===== src/rtl/ld_up_counter_pkg.sv =====
// rtl/ld_up_counter_pkg.sv - shared counter constants and helpers
//
// Purpose: constants shared by the position/timer counter blocks.
//   HCNT_W / VCNT_W : widths of the horizontal and vertical position counters
//   all_ones(w)     : terminal (all-ones) count for a w-bit counter, w <= 32
package ld_up_counter_pkg;

  localparam int HCNT_W = 9;
  localparam int VCNT_W = 9;

  function automatic logic [31:0] all_ones(input int unsigned w);
    if (w >= 32) return '1;
    return (32'd1 << w) - 32'd1;
  endfunction

endpackage


===== src/rtl/ld_up_counter_lscntelu.sv =====
// rtl/ld_up_counter_lscntelu.sv - one-bit loadable up-count element
//
// Purpose: one stage of the ripple up-counter (toggle on carry, load mux, reset flop).
// Ports:
//   CLK  : clock, rising edge
//   RSTL : asynchronous active-low reset, clears Q
//   D    : load value for this bit
//   LD   : synchronous load, active-high, wins over counting
//   CI   : carry in from the lower stage, active-high
//   Q    : bit value
//   QL   : complement of Q
//   CO   : carry out to the next stage, CI & Q
module lscntelu (
  input  logic CLK,
  input  logic RSTL,
  input  logic D,
  input  logic LD,
  input  logic CI,
  output logic Q,
  output logic QL,
  output logic CO
);

  always_ff @(posedge CLK or negedge RSTL) begin
    if (!RSTL) begin
      Q <= 1'b0;
    end else begin
      Q <= LD ? D : (Q ^ CI);
    end
  end

  // Carry is active-high: this stage passes the carry only when it is a 1.
  assign CO = CI & Q;
  assign QL = ~Q;

endmodule


===== src/rtl/ld_up_counter.sv =====
// rtl/ld_up_counter.sv - loadable synchronous up counter with TC pulse and sticky overflow
//
// Purpose: WIDTH-bit ripple-carry up counter built from lscntelu elements.
// Parameters:
//   WIDTH  : counter width (>= 2)
//   AUTOLD : 1 = reload from D on wrap, 0 = roll over to zero
// Ports:
//   CLK    : clock, rising edge
//   RSTL   : asynchronous active-low reset
//   D      : load value
//   LD     : synchronous load, active-high
//   CI     : count enable / carry in
//   CLROVF : synchronous clear of OVF
//   Q, QL  : count value and its complement
//   CO     : combinational carry out, CI & (Q == all-ones)
//   TC     : registered terminal-count pulse
//   OVF    : sticky overflow flag
module ld_up_counter
  import ld_up_counter_pkg::*;
#(
  parameter int WIDTH  = HCNT_W,
  parameter int AUTOLD = 0
) (
  input  logic             CLK,
  input  logic             RSTL,
  input  logic [WIDTH-1:0] D,
  input  logic             LD,
  input  logic             CI,
  input  logic             CLROVF,
  output logic [WIDTH-1:0] Q,
  output logic [WIDTH-1:0] QL,
  output logic             CO,
  output logic             TC,
  output logic             OVF
);

  localparam bit RELOAD_D = (AUTOLD != 0);

  logic ld_eff;
  logic wrap;

  // Each stage holds its own carry net so the ripple is a chain of distinct
  // signals rather than one vector feeding back into itself.
  for (genvar i = 0; i < WIDTH; i++) begin : g_bit
    logic cin;
    logic cout;
    if (i == 0) begin : g_first
      assign cin = CI;
    end else begin : g_next
      assign cin = g_bit[i-1].cout;
    end
    lscntelu u_el (
      .CLK  (CLK),
      .RSTL (RSTL),
      .D    (D[i]),
      .LD   (ld_eff),
      .CI   (cin),
      .Q    (Q[i]),
      .QL   (QL[i]),
      .CO   (cout)
    );
  end

  assign CO   = g_bit[WIDTH-1].cout;
  assign wrap = CO & ~LD;

  // In reload mode the wrap edge turns into a load of D in every element,
  // so D is sampled on that edge instead of the counter rolling to zero.
  assign ld_eff = LD | (RELOAD_D & CO);

  always_ff @(posedge CLK or negedge RSTL) begin
    if (!RSTL) begin
      TC  <= 1'b0;
      OVF <= 1'b0;
    end else begin
      TC <= wrap;
      // Setting has priority over clearing so a wrap is never lost.
      if (wrap) begin
        OVF <= 1'b1;
      end else if (CLROVF) begin
        OVF <= 1'b0;
      end
    end
  end

endmodule

===== config.mk =====
export PLATFORM = sky130hd
export DESIGN_NAME = ld_up_counter
export DESIGN_NICKNAME = d
export VERILOG_FILES = /design/src/rtl/ld_up_counter_pkg.sv /design/src/rtl/ld_up_counter_lscntelu.sv /design/src/rtl/ld_up_counter.sv
export SDC_FILE = /design/constraint.sdc
export NUM_CORES = 1
export LEC_CHECK = 0
export ABC_CLOCK_PERIOD_IN_PS = 4100
export BUFFER_PORTS_ARGS = -buffer_cell sky130_fd_sc_hd__buf_4
export CORE_UTILIZATION = 48
export CTS_BUF_LIST = sky130_fd_sc_hd__clkbuf_16
export DETAILED_ROUTE_END_ITERATION = 16
export MAX_ROUTING_LAYER = met4
export PLACE_DENSITY = 0.9
export REMOVE_ABC_BUFFERS = 1
export SLEW_MARGIN = 20
export SYNTH_ARGS = -nofsm -noshare
export SYNTH_HDL_FRONTEND = slang
export SYNTH_SLANG_ARGS = --single-unit

===== constraint.sdc =====
create_clock -name CLK -period 4.1 [get_ports CLK]
set_input_delay 0.82 -clock CLK [delete_from_list [all_inputs] [get_ports CLK]]
set_output_delay 0.82 -clock CLK [all_outputs]
set_load 0.05 [all_outputs]

; ---- After elaboration in Yosys (flattened, before gate mapping)
; Cells that the tools add are included.
[word_totals]
reg_bits = 11
latchBits = 0
ram_bits = 0
mem_bits_ro = 0
in_bits = 14
out_inout_bits = 21
wordCells = 52
mem_count = 0
[classes]
n_addsub = 0
mul = 0
n_div = 0
order_cmp = 0
n_eq_ne = 0
shifts = 0
muxes = 11
bitwise_logic = 29
n_reduce_logical = 1
[ops]
columns = operator, n
row1 = $mux 1, 11
row2 = $and 1x1->1, 10
row3 = $not 1->1, 10
row4 = $xor 1x1->1, 9
row5 = $reduce_bool 2->1, 1

; ---- Logic depth before layout (Yosys ltp)
; Gate-level depths: netlist of the first run.
[logic_depth]
depth_word = 11
mapped_depth = 11
depth_no_buf = 11

; ---- Cells and area by module
; A second synthesis of the first run with hierarchy kept.
[unflattened]
hier_cells = 41
hier_area_um2 = 581.8
[by_module_without_submodules]
columns = mod, instances, cells_per_inst, area_per_inst_um2, seq_area_each_um2
row1 = lscntelu, 9, 4, 56.3, 25.0
row2 = ld_up_counter, 1, 5, 75.1, 50.0

; ---- Least setup slack after synthesis of the first run
; No wires, ideal clock.
[synth_timing]
path_kind = input port to output port
from = input CI
to = output CO
arrival_ns = 2.555
t_required_ns = 3.280
slack_ns = 0.725
cell_stages = 9
path_buffers = 0
path_cell_list = ha_1 -> ha_1 -> ha_1 -> ha_1 -> ha_1 -> ha_1 -> ha_1 -> ha_1 -> ha_1
[synth_via]
elab_chain_len = 9
[synth_lines]
columns = item, line
row1 = from (decl), ld_up_counter.sv:28  ; input logic CI,
row2 = $and 1x1->1 (9 in a row), ld_up_counter_lscntelu.sv:33  ; assign CO = CI & Q;
row3 = to (decl), ld_up_counter.sv:32  ; output logic CO,
; No other way between the ends.

; ---- Final worst setup path of the first run
; Same ends and word-level chain as after synthesis.

==> results_dict.tcl, run 1 <==
set metrics [dict create \
    yosysSeqAreaShare_pct 38.1 \
    path_max_fanout 2 \
    drive_above_1_share_pct 59.5 \
    path_class "in -> out" \
    final_hold_viol_count 0 \
    drtAntennaViolNets 0 \
    num_antenna_cells 0 \
    grt_usage_pct 21.6 \
    path_buf_inv 2 \
    cp_common_cell "ha_1" \
    grt_max_degree 12 \
    dieArea_sq_um 1670 \
    ctsResizeCount 0 \
    grtUsageMet2_pct 34.4 \
    met1_usage_pct 21.4 \
    syn_to_final_growth_pct 28.5 \
    drt_iter0_markers 10 \
    dp_worst_setup_slack_ps 513 \
    reg2reg_slack_ps 1540 \
    overflow 0 \
    syn_area_sq_um 723 \
    fin_ws_ps 478 \
    wl_per_cell_um 15.5 \
    detailroute.via_count 447 \
    wl_um 1460 \
    synthCells 60 \
    end_kind "primary output" \
    fin_crit_ps 3620 \
    finalCritPeriodShare_pct 88.3 \
    via_per_inst 4.76 \
    status "complete, no violations" \
    synth_cell_type_count 8 \
    setup_tns_ps 0 \
    finalSetupViolCount 0 \
    core_area_sq_um 1350 \
    cp_slowest_cell "ha_1" \
    yosysWarnings 0 \
    cp-start-kind "primary input" \
    avgSynthCellArea_sq_um 12.1 \
    ir_drop_mv 0.442 \
    cp_cell_sequence "buf_4, ha_1, ha_1, ha_1, ha_1, ha_1, ha_1, ha_1, ha_1, ha_1, buf_4" \
    cts_hold_buf 0 \
    relSlewSlack_pct 86.9 \
    grt_pass1_vias 402 \
    crit_family "adder cells" \
    grt_pass1_wl_um 2000 \
    crit_arrival_ps 2800 \
    cts_max_level 1 \
    place.gp.congestion 0.557 \
    placed_cell_area_sq_um 851 \
    path_clk_slew_ps 40 \
    cellPowerDensity_nw_per_um2 544 \
    clk_latency_ps 240 \
    dpl.hpwl_um 993 \
    rows 13 \
    cts_buffers 3 \
    hp-class "in -> async" \
    ys_ff_latch 11 \
    clock_sinks 11 \
    maxCapViolCount 0 \
    num_io_pins 35 \
    max_freq_mhz 276 \
    die_w_um 40.8 \
    crit_required_ps 3280 \
    fp.dieH_um 40.8 \
    first_pass_iters 3 \
    top_usage_layer "met2" \
    drv_slew 0 \
    tightest_slew_ps 197 \
    start_util_pct 53.6 \
    nets 103 \
    cpPeakStageDelay_ps 190 \
    tritoncts "done" \
    hold_slack_ps 409 \
    cts-root-buf "clkbuf_16" \
    clockBufferDepth 2 \
    post_cts_buffers 0 \
    finClkSkew_ps 1.13 \
    port_buffers 34 \
    grt.met3_usage_pct 8.70 \
    rsz0062_at_grt "false" \
    grt_antenna_before_repair 0 \
    drc 0 \
    leakage_nw 0.560 \
    design_area_sq_um 930 \
]
## where the power goes
part	switching (mW)	total (mW)	internal [mW]
logic	0.127	0.195	0.0681
clock network	0.0468	0.175	0.128
registers	0.0132	0.136	0.122
## cells in the final DEF, fill, tap and decap left out, drive strengths merged
cell	instances
a21o	1
buf	34
clkbuf	3
dfrtp	11
ha	9
inv	11
mux2	9
nor2b	1
## worst paths after layout
check | cells past startpoint | from | end
max | 11 | CI | CO
min | 1 | RSTL | g_bit[5].u_el.Q
max reg2reg | 10 | g_bit[0].u_el.Q | g_bit[8].u_el.Q
min reg2reg | 1 | OVF | OVF
max in group asynchronous | 1 | RSTL | g_bit[0].u_el.Q
min in group CLK | 1 | OVF | OVF
## registers in the layout, summed over array words and instances, names as in the netlist
register / count
g_bit.u_el.Q: 9
OVF: 1
TC: 1
## metal layers
layer	part of all wire, %	wire (um)	up-vias
met3	9.8	143	4
met2	50	724	28
met1	38	551	204
met5	0	0	-
met4	2.6	38	0
li1	-	-	211
## cells by family (layout without fill, tap and decap cells)
| kind of cell | Yosys count | after routing | share of synthesized area (%) |
|---|---|---|---|
| compound gates | 1 | 1 | 1.04 |
| fa+ha+maj | 9 | 9 | 15.6 |
| buf+inv | 29 | 48 | 25.4 |
| flops | 11 | 11 | 38.1 |
| mux | 9 | 9 | 18.7 |
| simple gates | 1 | 1 | 1.21 |
## Yosys cell counts (all sizes together)
| library cell | n | area, sq um |
|---|---|---|
| dfrtp | 11 | 275 |
| buf | 19 | 146 |
| mux2 | 9 | 135 |
| nor2b | 1 | 8.76 |
| ha | 9 | 113 |
| a21o | 1 | 7.51 |
| inv | 10 | 37.5 |
## metrics by stage
stage	cells	total power [mW]	utilization, %
2_1_floorplan	41	0.263	-
3_3_place_gp	90	0.324	63.0
3_5_place_dp	90	0.330	63.0
4_1_cts	94	0.510	68.9
5_1_grt	94	0.529	68.9
6_report	94	0.505	68.9
## cell type report
| class | instances | area (sq um) |
|---|---|---|
| fillers | 97 | 420 |
| flip-flops and latches | 11 | 275 |
| multi-input cells | 20 | 264 |
| repair buffers | 34 | 255 |
| clock buffers | 3 | 75.1 |
| inverters | 10 | 37.5 |
| well taps | 15 | 18.8 |
| clock inverters | 1 | 3.75 |
(Power assumes the default switching activity.)
==> run 2: changes to the inputs <==
--- a/config.mk
+++ b/config.mk
@@ -8,3 +8,3 @@
 export ABC_CLOCK_PERIOD_IN_PS = 4100
-export BUFFER_PORTS_ARGS = -buffer_cell sky130_fd_sc_hd__buf_4
+export BUFFER_PORTS_ARGS = -buffer_cell sky130_fd_sc_hd__buf_2
 export CORE_UTILIZATION = 48
@@ -13,3 +13,3 @@
 export MAX_ROUTING_LAYER = met4
-export PLACE_DENSITY = 0.9
+export PLACE_DENSITY = 0.83
 export REMOVE_ABC_BUFFERS = 1
--- a/constraint.sdc
+++ b/constraint.sdc
@@ -3,2 +3,2 @@
 set_output_delay 0.82 -clock CLK [all_outputs]
-set_load 0.05 [all_outputs]
+set_load 0.005 [all_outputs]
==> results_dict.tcl, run 2 (synthesis gave the netlist of run 1 again) <==
set metrics [dict create \
    port_buffers 34 \
    grt_antenna_before_repair 0 \
    core_area_sq_um 1350 \
    wl_um 993 \
    drt_iter0_markers 0 \
    hp-class "in -> async" \
    maxCapViolCount 0 \
    post_cts_buffers 0 \
    detailroute.via_count 415 \
    internal_power_uw 297 \
    crit_family "adder cells" \
    syn_to_final_growth_pct 16.8 \
    top_regs "g_bit.u_el.Q (9), OVF (1), TC (1)" \
    drc 0 \
    cts_buffers 3 \
    rows 13 \
    rr_endpoint "g_bit[8].u_el.Q" \
    wl_per_cell_um 10.6 \
    layout_commonest_cell "buf_2" \
    finalSetupViolCount 0 \
    ir_drop_mv 0.352 \
    max_flop_register "g_bit.u_el.Q" \
    drive_above_1_share_pct 59.5 \
    path_max_fanout 2 \
    num_io_pins 35 \
    relSlewSlack_pct 80.1 \
    status "complete, no violations" \
    cellPowerDensity_nw_per_um2 453 \
    power_frac_seq_pct 34.7 \
    cts-root-buf "clkbuf_16" \
    crit_arrival_ps 2660 \
    clockBufferDepth 2 \
    finClkSkew_ps 2.14 \
    first_pass_iters 1 \
    end_kind "primary output" \
    die_w_um 40.8 \
    finalCritPeriodShare_pct 84.9 \
    clock_sinks 11 \
    final_cell_mix "buf_2, dfrtp_1, inv_1" \
    switching_power_uw 85.3 \
    grt_max_degree 12 \
    hold_slack_ps 443 \
    fin_crit_ps 3480 \
    cts_max_level 1 \
    drtAntennaViolNets 0 \
    num_antenna_cells 0 \
    path_clk_slew_ps 40 \
    max_freq_mhz 287 \
    path_buf_inv 2 \
    fp.dieH_um 40.8 \
    path_class "in -> out" \
    placed_cell_area_sq_um 766 \
    fin_ws_ps 619 \
    cp_slowest_cell "ha_1" \
    grt_pass1_wl_um 1320 \
    final_hold_viol_count 0 \
    cp-start-kind "primary input" \
    setup_tns_ps 0 \
    combPwrFrac_pct 20.1 \
    layout.cells.non_filler 94 \
    dieArea_sq_um 1670 \
    start_util_pct 53.6 \
    tightest_slew_ps 299 \
    place.gp.congestion 0.686 \
    crit_required_ps 3280 \
    reg2reg_slack_ps 1630 \
    power_uw 383 \
    rr_startpoint "g_bit[0].u_el.Q" \
    clk_latency_ps 230 \
    via_per_inst 4.41 \
    pwr-share-clk_pct 45.2 \
    grt_usage_pct 13.9 \
    dp_worst_setup_slack_ps 592 \
    dpl.hpwl_um 814 \
    cp_common_cell "ha_1" \
    overflow 0 \
    dp_cells 90 \
    fin_util_pct 62.6 \
    drv_slew 0 \
    rsz0062_at_grt "false" \
    design_area_sq_um 845 \
    cts_hold_buf 0 \
    ctsResizeCount 0 \
    timing.reg2reg.worst_path_depth 10 \
    swShare_pct 22.3 \
    grt_pass1_vias 335 \
    tritoncts "done" \
    leakage_nw 0.533 \
    largest_reg_flops 9 \
    cpPeakStageDelay_ps 190 \
    cp_cell_sequence "buf_2, ha_1, ha_1, ha_1, ha_1, ha_1, ha_1, ha_1, ha_1, ha_1, buf_2" \
    nets 103 \
]
==> run 2: cell count changes in the layout (fill, tap and decap cells not counted) <==
cell,before,now
buf_4,34,0
buf_2,0,34
==> run 2: area by class of cell <==
| type | instances | area (sq um) |
|---|---|---|
| inverter | 10 | 37.5 |
| clock inverter | 1 | 3.75 |
| fill | 110 | 505 |
| clock buffer | 3 | 75.1 |
| timing repair buffer | 34 | 170 |
| tap | 15 | 18.8 |
| multi-input combinational | 20 | 264 |
| sequential | 11 | 275 |
==> run 2: per-layer routing <==
| metal | global-route usage, % | part of all wire, % | up-vias |
|---|---|---|---|
| met5 | - | 0 | - |
| met4 | 10.0 | 1.4 | 0 |
| met3 | 6.52 | 8.7 | 2 |
| met2 | 23.4 | 54 | 22 |
| met1 | 11.9 | 36 | 180 |
| li1 | - | - | 211 |
==> run 2: how the worst max path moves through the flow <==
stage / from / to / slack, ps / cells after the start
6_report: CI / CO / 620 / 11
5_1_grt: CI / CO / 520 / 11
4_1_cts: CI / CO / 590 / 11
3_5_place_dp: CI / CO / 590 / 11
3_3_place_gp: CI / CO / 620 / 11
2_1_floorplan: CI / CO / 900 / 9
==> run 2: power groups by stage <==
stage               clock, mW  sequential (mW)  combinational (mW)
floorplan                   0            0.135              0.0363
global placement            0            0.133              0.0760
detailed placement          0            0.134              0.0785
CTS                     0.178            0.133              0.0794
global route            0.185            0.135              0.0891
finish                  0.173            0.133              0.0770
